--- src/rtl/darkpc_seq.sv ---
// Fetch-PC sequencer: issues sequential fetch addresses, queues the PCs of
// outstanding fetches and tags each returned instruction with its PC.
module darkpc_seq #(
   parameter int              XLEN     = 32,
   parameter logic [XLEN-1:0] RESET_PC = '0,
   parameter int              STEP     = 4,
   parameter int              DEPTH    = 2
) (
   input  logic                       clk,
   input  logic                       res,
   input  logic                       en,
   input  logic                       redir_valid,
   input  logic [XLEN-1:0]            redir_pc,
   output logic                       req_valid,
   output logic [XLEN-1:0]            req_pc,
   input  logic                       req_ready,
   input  logic                       rsp_valid,
   output logic                       rsp_pc_valid,
   output logic [XLEN-1:0]            rsp_pc,
   output logic [$clog2(DEPTH+1)-1:0] outstanding,
   output logic                       err
);
   localparam int              CW      = $clog2(DEPTH+1);
   localparam int              PW      = (DEPTH > 1) ? $clog2(DEPTH) : 1;
   localparam logic [CW-1:0]   DEPTH_C = CW'(DEPTH);
   localparam logic [PW-1:0]   LAST    = PW'(DEPTH-1);
   localparam logic [XLEN-1:0] STEP_C  = XLEN'(STEP);
   localparam logic [XLEN-1:0] ALIGN   = ~(STEP_C - 1'b1);

   typedef enum logic {BOOT, RUN} state_t;

   state_t                      state;
   logic [XLEN-1:0]             pc;
   logic [DEPTH-1:0][XLEN-1:0]  q;
   logic [PW-1:0]               head, tail;
   logic [CW-1:0]               cnt, kill;
   logic                        push, pop;

   assign req_pc      = pc;
   assign req_valid   = (state == RUN) && en && (cnt < DEPTH_C) && !redir_valid;
   assign push        = req_valid && req_ready;
   assign pop         = rsp_valid && (cnt != '0);
   assign outstanding = cnt;

   always_ff @(posedge clk) begin
      if (!res) begin
         state        <= BOOT;
         pc           <= RESET_PC;
         q            <= '0;
         head         <= '0;
         tail         <= '0;
         cnt          <= '0;
         kill         <= '0;
         rsp_pc_valid <= 1'b0;
         rsp_pc       <= '0;
         err          <= 1'b0;
      end else begin
         if (state == BOOT && (en || redir_valid))
            state <= RUN;

         if (redir_valid)
            pc <= redir_pc & ALIGN;
         else if (push)
            pc <= pc + STEP_C;

         if (push) begin
            q[tail] <= pc;
            tail    <= (tail == LAST) ? '0 : tail + 1'b1;
         end
         if (pop)
            head <= (head == LAST) ? '0 : head + 1'b1;
         cnt <= cnt + CW'(push) - CW'(pop);

         // A pop in the redirect cycle is judged by the old kill count;
         // only entries left after it become dead.
         if (redir_valid)
            kill <= cnt - CW'(pop);
         else if (pop && kill != '0)
            kill <= kill - 1'b1;

         rsp_pc_valid <= pop && (kill == '0);
         if (pop && kill == '0)
            rsp_pc <= q[head];

         if (rsp_valid && cnt == '0)
            err <= 1'b1;
      end
   end
endmodule

--- config.mk ---
export PLATFORM = sky130hd
export DESIGN_NAME = darkpc_seq
export DESIGN_NICKNAME = d
export VERILOG_FILES = /design/src/rtl/darkpc_seq.sv
export SDC_FILE = /design/constraint.sdc
export NUM_CORES = 1
export LEC_CHECK = 0
export CAP_MARGIN = 0
export CORE_ASPECT_RATIO = 0.6
export CORE_MARGIN = 4
export CORE_UTILIZATION = 42
export CTS_CLUSTER_DIAMETER = 30
export DETAILED_ROUTE_END_ITERATION = 16
export GPL_TIMING_DRIVEN = 0
export PLACE_DENSITY = 0.67
export SYNTH_ARGS = -nofsm -noshare
export SYNTH_HDL_FRONTEND = slang
export SYNTH_SLANG_ARGS = --single-unit
--- constraint.sdc ---
create_clock -name clk -period 2.71 [get_ports clk]
set_clock_uncertainty 0.15 [all_clocks]
set_input_delay 0.4065 -clock clk [delete_from_list [all_inputs] [get_ports clk]]
set_output_delay 0.4065 -clock clk [all_outputs]
set_load 0.02 [all_outputs]
## Word-level counts from Yosys, hierarchy flattened

Cells that the tools add are included.

| storage, ports and cells | value |
|---|---|
| flip-flop bits (word level) | 137 |
| bits of input ports | 38 |
| word-level logic and storage cells | 55 |
| output and inout port bits | 69 |

| operators by class | value |
|---|---|
| $lt $le $gt $ge | 4 |
| add/sub/neg operators | 7 |
| reduce and logical (&&, ||, !) cells | 19 |
| muxes and demuxes | 11 |
| bitwise gates (word level) | 2 |

Operators by type and width:

| operator | count |
|---|---|
| 32-bit 2-to-1 mux | 5 |
| 64-bit bitwise mux | 1 |
| 32-bit by 3-bit adder with 32-bit output, second input constant | 1 |
| 32-bit demux with 1-bit select | 1 |
| 1-bit logical AND | 10 |
| 2-bit nonzero test | 4 |
| 2-bit zero test | 2 |
| 1-bit by 2-bit < comparator with 1-bit output, second input constant | 2 |
| 2-bit 2-to-1 mux | 2 |
| 2-bit by 1-bit subtractor with 2-bit output | 2 |
| 1-bit adder, second input constant | 2 |
| 2-bit by 1-bit adder with 2-bit output | 1 |
| 2-bit < comparator, second input constant | 1 |
| 1-bit 2-to-1 mux | 2 |
| 1-bit inverter | 2 |
| 2-bit OR reduction | 1 |
| 2-bit by 1-bit subtractor with 2-bit output, second input constant | 1 |
| 1-bit greater-or-equal comparator, second input constant | 1 |
| 1-bit zero test | 1 |
| 1-bit logical OR | 1 |

## Logic depth before layout (Yosys ltp)

Gate-level depths: netlist (run 1).

| depth | value |
|---|---|
| depth in word-level cells | 6 |
| gate-level depth with buffers | 11 |
| gate-level depth less buffers | 9 |

## Least setup slack after synthesis (run 1)

No wires, ideal clock.

| timing path | value |
|---|---|
| path kind | reg2reg |
| start | reg cnt[1] (netlist: outstanding[1]) |
| end | reg cnt[1] (netlist: outstanding[1]) |
| clock period less this slack | 2.333 ns |
| stages on the path, launching flop included | 12 |
| library setup time | 0.128 ns |
| path slack | 0.377 ns |
| required time | 2.432 ns |
| arrival | 2.056 ns |
| buffers on the path | 2 |
| cell sequence | dfxtp_1 buf_2 and4bb_1 and2_1 buf_4 inv_2 ha_1 inv_1 ha_1 xor2_1 xnor2_1 nor2_1 |

| between the ends | value |
|---|---|
| word-level cells in the longest chain between the ends | 6 |
| elaborated cells between the ends (all ways) | 8 |
| classes of those cells | add/sub (2); order compare (1); reduce/logical (5) |

RTL lines:

| item | RTL line | RTL |
|---|---|---|
| start, declared | 36 | `logic [CW-1:0] cnt, kill;` |
| start signal, assigned | 72 | `cnt <= cnt + CW'(push) - CW'(pop);` |
| 2-bit < comparator | 40 | `assign req_valid = (state == RUN) && en && (cnt < DEPTH_C) && !redir_valid;` |
| 1-bit logical AND (2 in a row) | 40 |  |
| net req_valid | 14 | `output logic req_valid,` |
| 1-bit logical AND | 41 | `assign push = req_valid && req_ready;` |
| 2-bit by 1-bit adder with 2-bit output | 72 |  |
| 2-bit by 1-bit subtractor with 2-bit output | 72 |  |

The timed path passes the listed nets, and every way through them passes these cells.
A chain may end at the register's enable or synchronous reset.

## Worst setup path in the final report (run 1)

| timing path | value |
|---|---|
| start | reg pc[10] (netlist: req_pc[10]) |
| end | reg pc[22] (netlist: req_pc[22]) |

| between the ends | value |
|---|---|
| word-level cells in the longest chain between the ends | 3 |

RTL lines:

| item | RTL line | RTL |
|---|---|---|
| start, declared | 33 | `logic [XLEN-1:0] pc;` |
| start signal, assigned | 62 | `pc <= redir_pc & ALIGN;` |
| start signal, assigned | 64 | `pc <= pc + STEP_C;` |
| 32-bit by 3-bit adder with 32-bit output | 64 |  |
| 32-bit 2-to-1 mux | 63 | `else if (push)` |
| 32-bit 2-to-1 mux | 61 | `if (redir_valid)` |

No other way between the ends. The select of a mux whose other input is x is not followed.

==> impl_results.rst, run 1 <==
.. list-table::
   :header-rows: 1

   * - Metric
     - Value
   * - Outcome
     - finished, final reports clean
   * - Area share of the largest cell type after synthesis
     - 0.4600
   * - Clock buffers created by TritonCTS
     - 17
   * - Number of library cell types mapped by synthesis
     - 48
   * - Worst min-delay path class
     - register to register
   * - Vias in the first global route
     - 5,161
   * - Final worst setup slack
     - 0.2190 ns
   * - Total global-route track usage
     - 0.2327
   * - Worst r2r path cells
     - 6
   * - Syn-to-layout area delta
     - 32.32%
   * - Hold buffer count at CTS
     - 0
   * - Count of state elements after synthesis
     - 129
   * - Highest Clock Rate
     - 401.4 MHz
   * - End of the worst register-to-register path
     - req_pc[22]
   * - Site row count
     - 32
   * - First-pass iteration count of the detailed router
     - 5
   * - Final antenna diode count
     - 0
   * - Post-CTS setup buffer count
     - 0
   * - Number of enable-type register cells in the synthesized netlist
     - 0
   * - Latest clock arrival within the worst-skew pair
     - 0.42 ns
   * - Synth warnings
     - 0
   * - Number of stages on the worst hold path
     - 2
   * - Peak VDD IR
     - 0.4402 mV
   * - Standard cell core area
     - 12,970 um2
   * - CP Capture Type
     - register
   * - Remaining Overflow, GRT
     - 0
   * - Leakage power summed over all cells
     - 2.452 nW
   * - Cell with the most instances after synthesis
     - dfxtp_1
   * - Post-synthesis cell count
     - 685
   * - Clk sinks
     - 129
   * - Max Fanout on Critical Path
     - 8
   * - Overall die height
     - 97.56 um
   * - Violation count after the first detailed-route iteration
     - 609
   * - CTS max path bufs
     - 2
   * - Post-route setup TNS
     - 0 ns
   * - CTS tree
     - done
   * - Combined buffer and inverter count along the critical path
     - 1
   * - Hold Startpoint
     - q[49]
   * - Worst EP required
     - 2.84 ns
   * - Total die area
     - 15,340 um2
   * - Worst path top cell family by delay
     - simple AND/OR/NAND/NOR gates
   * - Maximum number of pins on one net before global-route repair
     - 17
   * - Number of hold violations in the final report
     - 0
   * - Hold-critical path endpoint
     - q[49]
   * - Critical Path AT
     - 2.62 ns
   * - Most prevalent standard cell on the critical path
     - nand4_1
   * - Source of the worst register-to-register timing path
     - req_pc[10]
   * - Total wire length
     - 17.97 mm
   * - Critical Path Max Stage Delay
     - 0.68 ns
   * - Transition time at the pin with the least slew margin
     - 0.8315 ns
   * - Final max-slew violation count
     - 0
   * - WL/cell
     - 18.15 um
   * - H-tree levels
     - 4
   * - Cell Count, Final, Fillers Out
     - 990
   * - Vias per inst
     - 5.508
   * - Total vias in the final route
     - 5,453
   * - Worst R2R Setup Slack
     - 0.22 ns
   * - Wire length of the first global-routing pass
     - 27.77 mm
   * - Summed instance area of the synthesized netlist
     - 5614 um2
   * - Cell types occupying the most area after synthesis
     - dfxtp_1, nand2_1, a21oi_1
   * - Cell type with the largest total area after synthesis
     - dfxtp_1
   * - Critical path, cell by cell
     - clkbuf_1 > nand4_1 > nor4_2 > nand4_1 > xor2_1 > a21oi_1
   * - DRC violations left
     - 0
   * - Clock root buffer master
     - clkbuf_16
   * - Worst slew margin
     - 0.4456
   * - Top cells by instance count after synthesis
     - dfxtp_1, nand2_1, a21oi_1
   * - Total half-perimeter wirelength after legalization and detailed placement
     - 13.18 mm
   * - Post-DRT Antenna Nets
     - 0
   * - Clock-pin slew on the worst setup and hold paths
     - 0.06 ns
   * - Synthesized area per cell
     - 8.196 um2
   * - Power Density
     - 809.0 nW/um2
   * - Die Span X
     - 157.3 um
   * - Final-report setup violation count
     - 0
   * - Util after Layout
     - 0.5726
   * - Nature of the critical path startpoint
     - register
   * - Number of port buffers
     - 100
   * - Share of synthesized flip-flops with an asynchronous set or reset
     - 0
   * - Library cell contributing the largest single delay on the critical path
     - nor4_2
   * - Routability congestion estimate from global placement
     - 0.8912
   * - Number of instances in the placed design
     - 958
   * - Portion of the post-synthesis area used by sequential elements
     - 0.4600
   * - Dpl ws
     - -0.3243 ns
   * - Final-stage net count
     - 850
   * - Number of primary I/O pins
     - 107
   * - RSZ-0062 raised after global routing
     - false
   * - Ratio of final minimum period to clock period
     - 0.9192
   * - Starting density of the core
     - 0.4328
   * - Setup CP Type
     - register to register
   * - Number of maximum-capacitance constraint violations
     - 0
   * - Top_reg_cell synth
     - dfxtp_1
   * - Share of post-route cells with drive strength above 1
     - 0.06585
   * - Antenna violations before repair
     - 0
   * - Post-route minimum period
     - 2.491 ns
==> cells by family after synthesis <==
group / synth area share
xor gates and xnor gates: 0.03744
other: 0.0006680
AOI/OAI and AO/OA: 0.1629
adders and majority gates: 0.01114
and+or+nand+nor: 0.2162
DFF: 0.4600
muxes: 0.05728
buffers and inverters: 0.05438
==> sequential cells by signal, summed over array words and instances (netlist names) <==
name	flops
rsp_pc	30
req_pc	30
rsp_pc_valid	1
outstanding	2
tail	1
q	60
kill	2
head	1
state	1
err	1
==> metal layers <==
metal | global-route usage | vias up | part of all wire
li1 | - | 2618 | -
met1 | 0.3418 | 2540 | 0.45
met2 | 0.3345 | 274 | 0.42
met3 | 0.05385 | 21 | 0.11
met4 | 0.07469 | 0 | 0.012
met5 | 0 | - | 0
==> power breakdown <==
group	switching [W]	total (W)	internal (W)
clock	0.000906	0.00227	0.00136
sequential	0.000160	0.00226	0.00210
combinational	0.000828	0.00148	0.000654
==> cell usage in the layout, fill, tap and decap left out, types with 13 or more instances in the layout <==
cell               n
clkdlybuf4s50_1   99
nand2_1          121
clkbuf_16         17
a211oi_1          36
nor2_1            52
xor2_1            13
a21oi_1           83
clkbuf_1          44
nand3_1           44
mux2i_1           31
dfxtp_1          129
==> worst max-delay path by stage <==
stage                    from        endpoint  slack (ns)  depth (start not counted)
2_1_floorplan  outstanding[1]  outstanding[1]        0.38                         11
3_3_place_gp      redir_valid  outstanding[1]       -0.23                         11
3_5_place_dp      redir_valid  outstanding[1]       -0.32                         11
4_1_cts           redir_valid  outstanding[1]        0.10                         11
5_1_grt        outstanding[1]  outstanding[1]        0.15                         11
6_report           req_pc[10]      req_pc[22]        0.22                          6
==> metrics by stage <==
step                instance area (um2)  power (W)  hold slack [ns]
global placement                   6839   0.003735           0.2912
global route                       7428   0.006259           0.3212
detailed placement                 6839   0.003779           0.2958
finish                             7428   0.006010           0.3028
CTS                                7426   0.006021           0.3040
floorplan                          5625   0.003141           0.2857
==> worst register-to-register path, cell delays in order (launching register included) <==
cell and delay, ns:
dfxtp_1 0.38, clkbuf_1 0.38, nand4_1 0.32, nor4_2 0.68, nand4_1 0.20, xor2_1 0.17, a21oi_1 0.08
==> repair_timing <==
| action | CTS | global route |
|---|---|---|
| setup endpoints to repair | 0 | 1 |
| hold endpoints to repair | 0 | 0 |
| gates resized for setup | 0 | 1 |
==> area by class of cell <==
cell class / instances / area, um2
sequential: 129 / 2582
clock inverter: 15 / 161.4
inverter: 12 / 45.04
timing repair buffer: 100 / 1003
tap: 170 / 212.7
multi-input combinational: 486 / 2738
clock buffer: 17 / 425.4
fill: 1206 / 5544
buffer: 61 / 260.3
(Power assumes the default switching activity.)
==> run 2: changes to the inputs <==
--- a/config.mk
+++ b/config.mk
@@ -5,9 +5,7 @@
 export SDC_FILE = /design/constraint.sdc
 export NUM_CORES = 1
 export LEC_CHECK = 0
-export CAP_MARGIN = 0
 export CORE_ASPECT_RATIO = 0.6
-export CORE_MARGIN = 4
 export CORE_UTILIZATION = 42
 export CTS_CLUSTER_DIAMETER = 30
 export DETAILED_ROUTE_END_ITERATION = 16
==> run 2 against run 1 <==
Via count increased by 0.57%. Setup slack improved by 0.040 ns. Flip-flop and latch count unchanged. Combinational power about the same. Register-to-register slack improved by 0.04 ns. Final area increased by 0.40%. Global-route usage increased by 3.0 points. Utilization increased by 0.41 points. Largest power group unchanged. Worst hold slack about the same. Clock power increased by 6%. Total power increased by 2.0%.
==> impl_results.rst, run 2 (synthesized netlist as in run 1, its figures left out) <==
.. list-table::
   :header-rows: 1

   * - Metric
     - Value
   * - Outcome
     - finished, final reports clean
   * - Vias in the first global route
     - 5,015 (-2.8%)
   * - Critical Path AT
     - 2.58 ns (-0.04 ns)
   * - Number of instances in the placed design
     - 958 (unchanged)
   * - Post-route setup TNS
     - 0 ns (unchanged)
   * - Number of stages on the worst hold path
     - 2 (unchanged)
   * - Total half-perimeter wirelength after legalization and detailed placement
     - 12.62 mm (-4.3%)
   * - Clock buffers created by TritonCTS
     - 17 (unchanged)
   * - Critical path, cell by cell
     - ha_1 > nand4_1 > nor4_2 > nand4_1 > xor2_1 > a21oi_1
   * - Number of port buffers
     - 100 (unchanged)
   * - Die Span X
     - 151.3 um (-3.8%)
   * - Number of fill cells
     - 1,144 (-5.1%)
   * - Worst path top cell family by delay
     - simple AND/OR/NAND/NOR gates
   * - Standard cell core area
     - 12,930 um2 (-0.31%)
   * - Clock root buffer master
     - clkbuf_16
   * - Top layer used by detailed routing
     - met4
   * - Startpoint of the most critical setup path
     - req_pc[2]
   * - Final-report setup violation count
     - 0 (unchanged)
   * - Most frequent standard cell in the layout excluding fill and tap cells
     - dfxtp_1
   * - Final antenna diode count
     - 0 (unchanged)
   * - Transition time at the pin with the least slew margin
     - 0.8218 ns (-0.009728 ns)
   * - Hold Startpoint
     - q[23]
   * - Worst min-delay path class
     - register to register
   * - Clock-pin slew on the worst setup and hold paths
     - 0.06 ns (about the same)
   * - Total global-route track usage
     - 0.2622 (+0.02953)
   * - Post-route minimum period
     - 2.451 ns (-0.03980 ns)
   * - Leakage power summed over all cells
     - 2.467 nW (+0.64%)
   * - Met1 wire length
     - 8.335 mm (+2.0%)
   * - Flip-flop count of the largest register after layout
     - 60 (unchanged)
   * - Routability congestion estimate from global placement
     - 0.9098 (+2.1%)
   * - Share of post-route cells with drive strength above 1
     - 0.06463 (-0.001220)
   * - Met3 Wirelength
     - 1.779 mm (-9.5%)
   * - Routed wl met2
     - 7.221 mm (-5.2%)
   * - WL/cell
     - 17.78 um (-2.1%)
   * - Critical Path Max Stage Delay
     - 0.66 ns (-0.02 ns)
   * - Worst r2r path cells
     - 6 (unchanged)
   * - Violation count after the first detailed-route iteration
     - 518 (-15%)
   * - Post-DRT Antenna Nets
     - 0 (unchanged)
   * - Overall die height
     - 91.56 um (-6.2%)
   * - Most frequent cells in the layout
     - dfxtp_1, nand2_1, clkdlybuf4s50_1
   * - Total vias in the final route
     - 5,484 (+0.57%)
   * - Final max-slew violation count
     - 0 (unchanged)
   * - Most prevalent standard cell on the critical path
     - nand4_1
   * - Depth of the critical timing path with buffers and inverters included
     - 6 (unchanged)
   * - Nature of the critical path startpoint
     - register
   * - Site row count
     - 32 (unchanged)
   * - Storage cell area
     - 2582 um2 (unchanged)
   * - Source of the worst register-to-register timing path
     - req_pc[2]
   * - Clk sinks
     - 129 (unchanged)
   * - Vias per inst
     - 5.539 (+0.57%)
   * - CTS tree
     - done
   * - Minimum hold slack
     - 0.3024 ns (-0.0003760 ns)
   * - Syn-to-layout area delta
     - 32.85%
   * - Power Density
     - 821.6 nW/um2 (+1.6%)
   * - Total wire length
     - 17.60 mm (-2.1%)
   * - Max Fanout on Critical Path
     - 6 (-2)
   * - Util after Layout
     - 0.5767 (+0.004095)
   * - Number of primary I/O pins
     - 107 (unchanged)
   * - Cell Count, Final, Fillers Out
     - 990 (unchanged)
   * - Peak VDD IR
     - 0.4905 mV (+11%)
   * - CP Capture Type
     - register
   * - Maximum number of pins on one net before global-route repair
     - 17 (unchanged)
   * - Combined buffer and inverter count along the critical path
     - 0 (-1)
   * - Worst EP required
     - 2.83 ns (about the same)
   * - Number of maximum-capacitance constraint violations
     - 0 (unchanged)
   * - Final-stage net count
     - 850 (unchanged)
   * - Library cell contributing the largest single delay on the critical path
     - nor4_2
   * - Wire length of the first global-routing pass
     - 27.14 mm (-2.2%)
   * - Remaining Overflow, GRT
     - 0 (unchanged)
   * - Setup CP Type
     - register to register
   * - DRC violations left
     - 0 (unchanged)
   * - Total die area
     - 13,850 um2 (-9.7%)
   * - Starting density of the core
     - 0.4341 (+0.001340)
   * - Worst slew margin
     - 0.4521 (+0.006485)
   * - Area of combinational cells with multiple inputs
     - 2738 um2 (unchanged)
   * - H-tree levels
     - 4 (unchanged)
   * - Number of hold violations in the final report
     - 0 (unchanged)
   * - Latest clock arrival within the worst-skew pair
     - 0.41 ns (about the same)
   * - RSZ-0062 raised after global routing
     - false
   * - Ratio of final minimum period to clock period
     - 0.9045 (-0.01469)
   * - First-pass iteration count of the detailed router
     - 6 (+1)
   * - Reg with most FFs
     - q
   * - Highest Clock Rate
     - 408.0 MHz (+1.6%)
   * - Antenna violations before repair
     - 0 (unchanged)
   * - CTS max path bufs
     - 2 (unchanged)
[run 2: metal layers]
| layer | up-vias | GRT usage |
|---|---|---|
| li1 | 2623 | - |
| met4 | 0 | 0.08417 |
| met3 | 22 | 0.05126 |
| met1 | 2573 | 0.3969 |
| met2 | 266 | 0.3645 |
| met5 | - | 0 |
[run 2: layout make-up]
| class | instances | area share |
|---|---|---|
| buffer | 61 | 0.03489 |
| clock buffer | 19 | 0.05939 |
| clock inverter | 13 | 0.02332 |
| inverter | 12 | 0.006039 |
| multi-input combinational | 486 | 0.3671 |
| sequential | 129 | 0.3463 |
| tap | 170 | 0.02852 |
| timing repair buffer | 100 | 0.1345 |
[run 2: timing repair]
item	CTS	global route
gates resized for setup	0	1
hold buffers	0	0
buffers inserted	0	0
endpoints found under the setup margin	0	1
[run 2: final timing paths]
check                             endpoint  slack, ns
worst min register to register       q[23]       0.30
worst max-delay path            req_pc[22]       0.26
worst min-delay path                 q[23]       0.30
worst max register to register  req_pc[22]       0.26
[run 2: where the power goes]
part	leakage [nW]	switching, W	internal [W]
Sequential	1.05	0.000157	0.00210
Clock	0.292	0.000907	0.00149
Combinational	1.13	0.000820	0.000654
[run 2: through the flow]
stage	power, W	cell area [um2]	worst slack, ns
2_1_floorplan	0.003141	5625	0.3769
3_3_place_gp	0.003730	6839	-0.2519
3_5_place_dp	0.003764	6839	-0.3116
4_1_cts	0.006141	7456	0.09253
5_1_grt	0.006380	7458	0.09661
6_report	0.006128	7458	0.2588
[run 2: worst reg2reg max path, delay by kind of cell, from the launching register on]
kind	cells	cell delay [ns]
flops	1	0.50
compound gates	1	0.08
xor+xnor	1	0.18
simple gates	3	1.14
fa+ha+maj	1	0.26
==> run 3: changes to the inputs <==
--- a/config.mk
+++ b/config.mk
@@ -9,7 +9,6 @@
 export CORE_UTILIZATION = 42
 export CTS_CLUSTER_DIAMETER = 30
 export DETAILED_ROUTE_END_ITERATION = 16
-export GPL_TIMING_DRIVEN = 0
 export PLACE_DENSITY = 0.67
 export SYNTH_ARGS = -nofsm -noshare
 export SYNTH_HDL_FRONTEND = slang
==> run 3 against run 2 <==
Clock power about the same. Total power is essentially flat. Flip-flop and latch count unchanged. Fmax rose by 1.2%. Die area unchanged. Combinational power shrank 3%. Critical path type unchanged.
==> impl_results.rst, run 3 (synthesized netlist as in run 1, its figures left out) <==
.. list-table::
   :header-rows: 1

   * - Metric
     - Value
   * - Outcome
     - finished, final reports clean
   * - Critical Path Max Stage Delay
     - 0.63 ns (-0.03 ns)
   * - Area of combinational cells with multiple inputs
     - 2748 um2 (+0.37%)
   * - Worst slew margin
     - 0.4826 (+0.03049)
   * - Storage cell area
     - 2584 um2 (about the same)
   * - Total vias in the final route
     - 5,251 (-4.2%)
   * - WL/cell
     - 16.61 um (-6.6%)
   * - Number of port buffers
     - 100 (unchanged)
   * - Hold-critical path endpoint
     - q[15]
   * - Count of instances resized after the clock tree is built
     - 0 (unchanged)
   * - Util after Layout
     - 0.5808 (+0.004064)
   * - Worst min-delay path class
     - register to register
   * - Most frequent cells in the layout
     - dfxtp_1, nand2_1, clkdlybuf4s50_1
   * - Clock-pin slew on the worst setup and hold paths
     - 0.06 ns (about the same)
   * - Max Fanout on Critical Path
     - 12 (+6)
   * - Number of stages on the worst hold path
     - 2 (unchanged)
   * - Post-route minimum period
     - 2.422 ns (-0.02960 ns)
   * - Dpl ws
     - 0.1744 ns (+0.4860 ns)
   * - Number of fill cells
     - 1,178 (+3.0%)
   * - Peak VDD IR
     - 0.3452 mV (-30%)
   * - Die Span X
     - 151.3 um (unchanged)
   * - Number of maximum-capacitance constraint violations
     - 0 (unchanged)
   * - Most frequent standard cell in the layout excluding fill and tap cells
     - dfxtp_1
   * - RSZ-0062 raised after global routing
     - false
   * - Clock buffers created by TritonCTS
     - 17 (unchanged)
   * - Total die area
     - 13,850 um2 (unchanged)
   * - Routed wl met2
     - 6.911 mm (-4.3%)
   * - Flip-flop count of the largest register after layout
     - 60 (unchanged)
   * - Starting density of the core
     - 0.4341 (unchanged)
   * - Antenna violations before repair
     - 0 (unchanged)
   * - Site row count
     - 32 (unchanged)
   * - Number of primary I/O pins
     - 107 (unchanged)
   * - DRC violations left
     - 0 (unchanged)
   * - Highest Clock Rate
     - 412.9 MHz (+1.2%)
   * - Nature of the critical path startpoint
     - register
   * - H-tree levels
     - 4 (unchanged)
   * - Clk sinks
     - 129 (unchanged)
   * - Source of the worst register-to-register timing path
     - req_pc[5]
   * - Wire length of the first global-routing pass
     - 26.05 mm (-4.0%)
   * - Final-report setup violation count
     - 0 (unchanged)
   * - CP Capture Type
     - register
   * - Number of hold violations in the final report
     - 0 (unchanged)
   * - Reg with most FFs
     - q
   * - Routability congestion estimate from global placement
     - 0.9087 (-0.12%)
   * - Worst r2r path cells
     - 5 (-1)
   * - Total global-route track usage
     - 0.2453 (-0.01692)
   * - Minimum hold slack
     - 0.3043 ns (+0.001865 ns)
   * - Met3 Wirelength
     - 1.161 mm (-35%)
   * - Violation count after the first detailed-route iteration
     - 347 (-33%)
   * - Cell Area, Placed
     - 6888 um2 (+0.71%)
   * - Remaining Overflow, GRT
     - 0 (unchanged)
   * - Worst EP required
     - 2.84 ns (about the same)
   * - Setup CP Type
     - register to register
   * - Ratio of final minimum period to clock period
     - 0.8936 (-0.01092)
   * - Top layer used by detailed routing
     - met4
   * - Latest clock arrival within the worst-skew pair
     - 0.42 ns (about the same)
   * - Standard cell core area
     - 12,930 um2 (unchanged)
   * - Worst R2R Setup Slack
     - 0.29 ns (+0.03 ns)
   * - Vias per inst
     - 5.458 (-1.5%)
   * - CTS tree
     - done
   * - Power Density
     - 815.9 nW/um2 (-0.69%)
   * - Combined buffer and inverter count along the critical path
     - 0 (unchanged)
   * - Clock root buffer master
     - clkbuf_16
   * - Post-CTS setup buffer count
     - 0 (unchanged)
   * - Post-DRT Antenna Nets
     - 0 (unchanged)
   * - CTS max path bufs
     - 2 (unchanged)
   * - Post-route setup TNS
     - 0 ns (unchanged)
   * - Hold buffer count at CTS
     - 0 (unchanged)
   * - End of the worst register-to-register path
     - req_pc[21]
   * - Transition time at the pin with the least slew margin
     - 0.7761 ns (-0.04574 ns)
   * - Hold Startpoint
     - q[15]
   * - Critical Path AT
     - 2.55 ns (-0.03 ns)
   * - Maximum number of pins on one net before global-route repair
     - 75 (+58)
   * - Final max-slew violation count
     - 0 (unchanged)
   * - Final worst setup slack
     - 0.2884 ns (+0.02960 ns)
   * - Total wire length
     - 15.98 mm (-9.2%)
   * - Final antenna diode count
     - 0 (unchanged)
   * - First-pass iteration count of the detailed router
     - 4 (-2)
   * - Met1 wire length
     - 7.738 mm (-7.2%)
   * - Total non-filler cell area in the finished layout
     - 7511 um2 (+0.70%)
   * - Final-stage net count
     - 822 (-3.3%)
   * - Leakage power summed over all cells
     - 2.523 nW (+2.3%)
   * - Overall die height
     - 91.56 um (unchanged)
   * - Share of post-route cells with drive strength above 1
     - 0.09343 (+0.02880)
   * - Syn-to-layout area delta
     - 33.79%
   * - Critical path, cell by cell
     - and3_1 > nand4_1 > nor4_1 > xnor2_1 > a21oi_1
   * - Vias in the first global route
     - 4,994 (-0.42%)
   * - Worst path top cell family by delay
     - simple AND/OR/NAND/NOR gates
   * - Total half-perimeter wirelength after legalization and detailed placement
     - 10.80 mm (-14%)
   * - Library cell contributing the largest single delay on the critical path
     - nor4_1
[run 3: power by group]
part	internal [W]	total, W	switching (W)
Combinational	0.000682	0.00142	0.000739
Clock	0.00153	0.00239	0.000860
Sequential	0.00210	0.00232	0.000220
Total	0.00431	0.00613	0.00182
[run 3: how the worst max path moves through the flow]
| stage | start | end | slack [ns] | cells past startpoint |
|---|---|---|---|---|
| floorplan | outstanding[1] | outstanding[1] | 0.38 | 11 |
| global placement | en | req_pc[30] | 0.22 | 8 |
| detailed placement | en | req_pc[30] | 0.17 | 8 |
| CTS | en | req_valid | 0.39 | 3 |
| global route | req_pc[5] | req_pc[21] | 0.23 | 5 |
| finish | req_pc[5] | req_pc[21] | 0.29 | 5 |
[run 3: layout make-up]
| class | count | area share |
|---|---|---|
| well taps | 170 | 0.02832 |
| multi-input cells | 486 | 0.3658 |
| clock buffers | 21 | 0.06264 |
| inverters | 12 | 0.005997 |
| flip-flops and latches | 129 | 0.3440 |
| clock inverters | 11 | 0.02032 |
| repair buffers | 133 | 0.1729 |
[run 3: per-layer routing]
metal  track usage  up-vias
met1        0.3570     2454
li1              -     2574
met4       0.08833        0
met2        0.3508      203
met5             0        -
met3       0.05226       20
[run 3: tightest hold or removal path, cell delays in order, from the launching register on]
cell	delay, ns
dfxtp_1	0.31
nand2_1	0.05
a21oi_1	0.05
[run 3: per-stage QoR]
| stage | cells | power, W |
|---|---|---|
| 2_1_floorplan | 688 | 0.003141 |
| 3_3_place_gp | 930 | 0.003747 |
| 3_5_place_dp | 930 | 0.003787 |
| 4_1_cts | 962 | 0.006163 |
| 5_1_grt | 962 | 0.006410 |
| 6_report | 962 | 0.006128 |
